**src/rtl/if_pp_if.sv**
```systemverilog
// IF-stage bus bundle: instruction-memory request/response plus the IF->ID instruction/PC handoff.
interface if_pp_if #(
    parameter int unsigned DATA_WIDTH = 32,
    parameter int unsigned INST_WIDTH = 32
);
    logic                  imem_req;
    logic                  imem_ready;
    logic [DATA_WIDTH-1:0] imem_addr;
    logic                  imem_rvalid;
    logic [INST_WIDTH-1:0] imem_rdata;
    logic [INST_WIDTH-1:0] inst_out;
    logic [DATA_WIDTH-1:0] pc_out;
    logic                  insert_nop;
    logic                  flush;
    logic [DATA_WIDTH-1:0] jump_addr;

    modport master (
        output imem_req, imem_addr, inst_out, pc_out,
        input  imem_ready, imem_rvalid, imem_rdata, insert_nop, flush, jump_addr
    );

    modport slave (
        input  imem_req, imem_addr, inst_out, pc_out,
        output imem_ready, imem_rvalid, imem_rdata, insert_nop, flush, jump_addr
    );
endinterface

```
**src/rtl/if_pp.sv**
```systemverilog
// Instruction-fetch stage: in-order imem requests, small return FIFO, NOP bubbles to ID when empty.
// Optional IF_PERF_CNT_EN adds bubble_cnt / flush_cnt performance counters.
module if_pp #(
    parameter int unsigned           DATA_WIDTH = 32,
    parameter int unsigned           INST_WIDTH = 32,
    parameter logic [DATA_WIDTH-1:0] RESET_PC   = '0,
    parameter int unsigned           FIFO_DEPTH = 2
) (
    input  logic        clk,
    input  logic        rst,
`ifdef IF_PERF_CNT_EN
    output logic [31:0] bubble_cnt,
    output logic [31:0] flush_cnt,
`endif
    if_pp_if.master     bus
);
    localparam int unsigned PTR_W = $clog2(FIFO_DEPTH);
    localparam int unsigned CNT_W = PTR_W + 1;
    localparam int unsigned SUM_W = CNT_W + 1;
    localparam logic [INST_WIDTH-1:0] NOP_INST = INST_WIDTH'(32'h0000_0033);

    logic [DATA_WIDTH-1:0] fetch_pc_q, fetch_pc_d;
    logic [DATA_WIDTH-1:0] ret_pc_q, ret_pc_d;
    logic [CNT_W-1:0]      in_flight_q, in_flight_d;
    logic [CNT_W-1:0]      drop_cnt_q, drop_cnt_d;
    logic [CNT_W-1:0]      occ_q, occ_d;
    logic [PTR_W-1:0]      wr_ptr_q, wr_ptr_d;
    logic [PTR_W-1:0]      rd_ptr_q, rd_ptr_d;
    logic [INST_WIDTH-1:0] inst_mem_q [FIFO_DEPTH];
    logic [DATA_WIDTH-1:0] pc_mem_q   [FIFO_DEPTH];
    logic                  credit_ok, accept, resp, push, pop, empty;

    // Credit counts stale in-flight requests too, so a returning word always has a free slot.
    assign empty     = (occ_q == '0);
    assign credit_ok = (SUM_W'(in_flight_q) + SUM_W'(occ_q)) < SUM_W'(FIFO_DEPTH);
    assign bus.imem_req  = !rst && !bus.flush && credit_ok;
    assign bus.imem_addr = fetch_pc_q;
    assign accept = bus.imem_req && bus.imem_ready;
    // Responses with nothing tracked in flight belong to pre-reset requests and are ignored.
    assign resp   = bus.imem_rvalid && (in_flight_q != '0);
    assign push   = resp && (drop_cnt_q == '0) && !bus.flush;
    assign pop    = !empty && !bus.insert_nop && !bus.flush;

    assign bus.inst_out = empty ? NOP_INST : inst_mem_q[rd_ptr_q];
    assign bus.pc_out   = empty ? '0 : pc_mem_q[rd_ptr_q];

    always_comb begin
        fetch_pc_d  = fetch_pc_q;
        ret_pc_d    = ret_pc_q;
        drop_cnt_d  = drop_cnt_q;
        occ_d       = occ_q;
        wr_ptr_d    = wr_ptr_q;
        rd_ptr_d    = rd_ptr_q;
        in_flight_d = in_flight_q + CNT_W'(accept) - CNT_W'(resp);
        if (bus.flush) begin
            // Everything still outstanding after this cycle's response is now wrong-path.
            fetch_pc_d = bus.jump_addr & ~DATA_WIDTH'(3);
            ret_pc_d   = bus.jump_addr & ~DATA_WIDTH'(3);
            drop_cnt_d = in_flight_q - CNT_W'(resp);
            occ_d      = '0;
            wr_ptr_d   = '0;
            rd_ptr_d   = '0;
        end else begin
            if (accept) fetch_pc_d = fetch_pc_q + DATA_WIDTH'(4);
            if (resp && (drop_cnt_q != '0)) drop_cnt_d = drop_cnt_q - CNT_W'(1);
            if (push) begin
                ret_pc_d = ret_pc_q + DATA_WIDTH'(4);
                wr_ptr_d = wr_ptr_q + PTR_W'(1);
            end
            if (pop) rd_ptr_d = rd_ptr_q + PTR_W'(1);
            occ_d = occ_q + CNT_W'(push) - CNT_W'(pop);
        end
    end

    always_ff @(posedge clk) begin
        if (rst) begin
            fetch_pc_q  <= RESET_PC;
            ret_pc_q    <= RESET_PC;
            in_flight_q <= '0;
            drop_cnt_q  <= '0;
            occ_q       <= '0;
            wr_ptr_q    <= '0;
            rd_ptr_q    <= '0;
        end else begin
            fetch_pc_q  <= fetch_pc_d;
            ret_pc_q    <= ret_pc_d;
            in_flight_q <= in_flight_d;
            drop_cnt_q  <= drop_cnt_d;
            occ_q       <= occ_d;
            wr_ptr_q    <= wr_ptr_d;
            rd_ptr_q    <= rd_ptr_d;
        end
    end

    // FIFO storage needs no reset; occupancy gates every read.
    always_ff @(posedge clk) begin
        if (push) begin
            inst_mem_q[wr_ptr_q] <= bus.imem_rdata;
            pc_mem_q[wr_ptr_q]   <= ret_pc_q;
        end
    end

`ifdef IF_PERF_CNT_EN
    logic [31:0] bubble_cnt_q, flush_cnt_q;

    always_ff @(posedge clk) begin
        if (rst) begin
            bubble_cnt_q <= '0;
            flush_cnt_q  <= '0;
        end else begin
            if (empty && !bus.insert_nop) bubble_cnt_q <= bubble_cnt_q + 32'd1;
            if (bus.flush) flush_cnt_q <= flush_cnt_q + 32'd1;
        end
    end

    assign bubble_cnt = bubble_cnt_q;
    assign flush_cnt  = flush_cnt_q;
`endif
endmodule

```
**src/flat_wrapper.sv**
```systemverilog
// flat-port wrapper written by rule: the top's interface ports become plain ports
module if_pp_flat 
#(
    parameter int unsigned           DATA_WIDTH = 32,
    parameter int unsigned           INST_WIDTH = 32,
    parameter logic [DATA_WIDTH-1:0] RESET_PC   = '0,
    parameter int unsigned           FIFO_DEPTH = 2
)
  (clk, rst, bus_imem_req, bus_imem_addr, bus_inst_out, bus_pc_out, bus_imem_ready, bus_imem_rvalid, bus_imem_rdata, bus_insert_nop, bus_flush, bus_jump_addr);
  if_pp_if #(.DATA_WIDTH(DATA_WIDTH), .INST_WIDTH(INST_WIDTH)) bus_i ();
  input  logic clk;
  input  logic rst;
  output wire logic [$bits(bus_i.imem_req)-1:0] bus_imem_req;
  output wire logic [$bits(bus_i.imem_addr)-1:0] bus_imem_addr;
  output wire logic [$bits(bus_i.inst_out)-1:0] bus_inst_out;
  output wire logic [$bits(bus_i.pc_out)-1:0] bus_pc_out;
  input wire logic [$bits(bus_i.imem_ready)-1:0] bus_imem_ready;
  input wire logic [$bits(bus_i.imem_rvalid)-1:0] bus_imem_rvalid;
  input wire logic [$bits(bus_i.imem_rdata)-1:0] bus_imem_rdata;
  input wire logic [$bits(bus_i.insert_nop)-1:0] bus_insert_nop;
  input wire logic [$bits(bus_i.flush)-1:0] bus_flush;
  input wire logic [$bits(bus_i.jump_addr)-1:0] bus_jump_addr;
  assign bus_imem_req = bus_i.imem_req;
  assign bus_imem_addr = bus_i.imem_addr;
  assign bus_inst_out = bus_i.inst_out;
  assign bus_pc_out = bus_i.pc_out;
  assign bus_i.imem_ready = bus_imem_ready;
  assign bus_i.imem_rvalid = bus_imem_rvalid;
  assign bus_i.imem_rdata = bus_imem_rdata;
  assign bus_i.insert_nop = bus_insert_nop;
  assign bus_i.flush = bus_flush;
  assign bus_i.jump_addr = bus_jump_addr;
  if_pp #(.DATA_WIDTH(DATA_WIDTH), .INST_WIDTH(INST_WIDTH), .RESET_PC(RESET_PC), .FIFO_DEPTH(FIFO_DEPTH)) u_core (.clk(clk), .rst(rst), .bus(bus_i));
endmodule
```
**config.mk**
```make
export PLATFORM = sky130hd
export DESIGN_NAME = if_pp_flat
export DESIGN_NICKNAME = d
export VERILOG_FILES = /design/src/rtl/if_pp_if.sv /design/src/rtl/if_pp.sv /design/src/flat_wrapper.sv
export SDC_FILE = /design/constraint.sdc
export NUM_CORES = 1
export LEC_CHECK = 0
export ABC_CLOCK_PERIOD_IN_PS = 14300
export CORE_ASPECT_RATIO = 1.75
export CORE_MARGIN = 1
export CORE_UTILIZATION = 56
export DETAILED_ROUTE_END_ITERATION = 7
export GPL_TIMING_DRIVEN = 0
export PLACE_DENSITY_LB_ADDON = 0.15
export SLEW_MARGIN = 15
export SYNTH_ARGS = -nofsm -noshare
export SYNTH_HDL_FRONTEND = slang
export SYNTH_SLANG_ARGS = --single-unit
```
**constraint.sdc**
```tcl
create_clock -name clk -period 14.3 [get_ports clk]
set_input_delay 2.145 -clock clk [delete_from_list [all_inputs] [get_ports clk]]
set_output_delay 2.145 -clock clk [all_outputs]
set_load 0.02 [all_outputs]
```
==> qor.yml <==
finish:
  final_cell_mix: "159 x clkdlybuf4s50_1, 124 x edfxtp_1, 96 x nor2_1"
  area_growth_pct: 28.7
  final_cells: 1166
  layout_commonest_cell: "clkdlybuf4s50_1"
  insertedDiodeCount: 0
  drive_gt1_share_pct: 6.12
  fin_nets: 1045
route:
  first_pass_iters: 7
  drcViolationCount: 0
  drtIter0Drc: 798
  vias: 7473
  ant_nets: 0
  avgRoutedWirePerCell_um: 23.2
  vias_per_cell: 6.41
  routed_wl_um: 27100
logic_synthesis:
  synth_cells: 779
  avgSynthCellArea_um2: 11.3
  synth_area_mm2: 0.00882
  synth_seq_cells: 193
  ys_seq_area_share_pct: 57.9
  synth.distinct_cells: 63
  ys.flop_type: "edfxtp_1"
  synthArstFlopShare_pct: 0
  synth_warnings: 0
  synth_edf_count: 124
sta:
  report.final.slew_viol_count: 0
  finClkSkew_ns: 0.0200
  timing.final.crit_share_pct: 42.3
  setup_viol: 0
  grt_setup_unrepaired: "false"
  hold_viol_final: 0
  min_period_ns: 6.05
  max_freq_mhz: 165
  fin_setup_tns_ns: 0
  tightestPinTransition_ns: 0.967
  maxSlewHeadroom_pct: 35.0
placement:
  io_buffers: 159
  dp.cells: 1134
  routabilityCongestion: 0.951
  dp_hpwl_um: 19600
grt:
  grt_pass1_vias: 7651
  grt_pass1_wl_um: 42000
  track_usage_pct: 33.6
  grt-ovfl-total: 0
  grt_start_max_net_pins: 49
  grt_antenna_before_repair: 0
floorplanning:
  start_util_pct: 57.3
  rows: 60
  die_w_um: 96.9
  die_h_um: 168
  ios: 167
  core_mm2: 0.0154
  die-area_mm2: 0.0163
clocking:
  cts.sinks: 193
  cts_tree: "built"
  numCtsBuffers: 17
  cts_hold_buf: 0
  worstSkewPairLatency_ns: 0.44
  post-cts-setup-buffers: 0
  cts_root_buf: "clkbuf_16"
  cts-resized-gates: 0
  clk_pin_slew_worst_paths_ns: 0.07
  cts_max_path_buffers: 2
  cts-htree-levels: 4
setup_path:
  cp-end-kind: "output pin"
  critPathKind: "in2out"
  crit_required_ns: 12.15
  crit_arrival_ns: 3.91
  cp_max_fo: 10
  start_kind: "primary input"
pwr:
  peakVddDrop_v: 0.0000775
  powerDensity_mw_per_mm2: 116
  power.leakage_nw: 3.66
flow_run:
  cap_violations: 0
min_path:
  hold_path_class: "reg2reg"
outcome:
  status: "complete, no violations"
## synthesized netlist by cell type, types with 3 or more instances
| cell type | n | area, µm² |
|---|---|---|
| edfxtp_1 | 124 | 3720 |
| nor2_1 | 96 | 360 |
| dfxtp_1 | 69 | 1380 |
| mux2i_1 | 62 | 621 |
| nand2_1 | 37 | 139 |
| clkbuf_1 | 34 | 128 |
| nand3_1 | 28 | 140 |
| nand4_1 | 23 | 144 |
| or4_1 | 21 | 158 |
| inv_1 | 20 | 75.1 |
| a31oi_1 | 17 | 106 |
| nor3_1 | 16 | 80.1 |
| o31ai_1 | 15 | 113 |
| a311oi_1 | 14 | 123 |
| xnor2_1 | 14 | 123 |
| buf_1 | 13 | 48.8 |
| nor4_1 | 12 | 75.1 |
| a211oi_1 | 11 | 82.6 |
| a21oi_1 | 11 | 55.1 |
| and4_1 | 10 | 87.6 |
| o21ai_0 | 10 | 50.1 |
| and2_1 | 9 | 56.3 |
| xor2_1 | 8 | 70.1 |
| and3_1 | 7 | 43.8 |
| ha_1 | 7 | 87.6 |
| a21boi_0 | 6 | 45.0 |
| o211ai_1 | 6 | 45.0 |
| o311ai_0 | 6 | 52.6 |
| or3_1 | 6 | 37.5 |
| a21o_1 | 5 | 37.5 |
| buf_4 | 5 | 37.5 |
| a221oi_1 | 4 | 35.0 |
| buf_2 | 4 | 20.0 |
| nor3b_1 | 4 | 30.0 |
| o21bai_1 | 4 | 30.0 |
| a2111oi_0 | 3 | 26.3 |
| a22oi_1 | 3 | 22.5 |
| nand4_2 | 3 | 37.5 |
| o31a_1 | 3 | 26.3 |
## metal layers
metal  vias up  GRT usage [%]  share of wire (%)
li1       3358              -                  -
met1      3561           34.9                 34
met2       440           60.7                 53
met3       114           5.69                6.0
met4         0           23.8                6.6
met5         -              0                  0
## power breakdown
group | switching, W | internal, W
Sequential | 0.0000285 | 0.000626
Clock | 0.000242 | 0.000239
Combinational | 0.000108 | 0.0000754
Total | 0.000378 | 0.000940
## layout make-up
| class | instances | area, µm² |
|---|---|---|
| flip-flops and latches | 193 | 5100 |
| fillers | 995 | 4040 |
| multi-input cells | 512 | 3420 |
| repair buffers | 166 | 1680 |
| clock buffers | 17 | 425 |
| plain buffers | 56 | 234 |
| well taps | 186 | 233 |
| clock inverters | 15 | 173 |
| inverters | 21 | 78.8 |
## stage by stage
step                      hold slack [ns]  area, µm²  total power, W  util (%)  setup WS, ns
after floorplan                     0.424       8830        0.000756         -          6.55
after global placement              0.434      10700        0.000834      69.2          4.23
after detailed placement            0.443      10800        0.000844      69.9          8.26
after CTS                           0.478      11300         0.00132      73.7          8.24
after global routing                0.491      11300         0.00136      73.7          8.14
final                               0.485      11300         0.00132      73.7          8.25
## worst max-delay path: stages
cell             delay, ns
clkdlybuf4s50_1       0.44
or2_2                 0.30
buf_2                 0.23
nor3_1                0.17
clkdlybuf4s50_1       0.63
## kinds of logic after synthesis
logic type                 count (synthesis)  synth area share (%)
xor gates and xnor gates                  22                  2.18
adders and majority gates                  8                  1.22
muxes                                     63                  7.16
DFF                                      193                  57.9
buffers and inverters                     77                  3.55
other                                      1                0.0425
AOI/OAI and AO/OA                        130                  10.9
and+or+nand+nor                          285                  17.1
## path summary, 6_finish.rpt
path	start	end	slack, ns	cells past startpoint
worst min-delay path	u_core.ret_pc_q[27]	u_core.pc_mem_q[1][27]	0.49	0
worst max-delay path	rst	bus_imem_req	8.25	5
worst min register to register	u_core.ret_pc_q[27]	u_core.pc_mem_q[1][27]	0.49	0
worst max register to register	u_core.occ_q[0]	u_core.bus.imem_addr[19]	11.01	8
## registers in the layout, summed over array words and instances (netlist names), named ones only
| name | count |
|---|---|
| u_core.inst_mem_q | 64 |
| u_core.occ_q | 2 |
| u_core.ret_pc_q | 30 |
| u_core.in_flight_q | 2 |
| u_core.wr_ptr_q | 1 |
| u_core.bus.imem_addr | 30 |
| u_core.pc_mem_q | 60 |
| u_core.drop_cnt_q | 2 |
| u_core.rd_ptr_q | 1 |
Note: power is estimated with default switching activity, not from simulation.
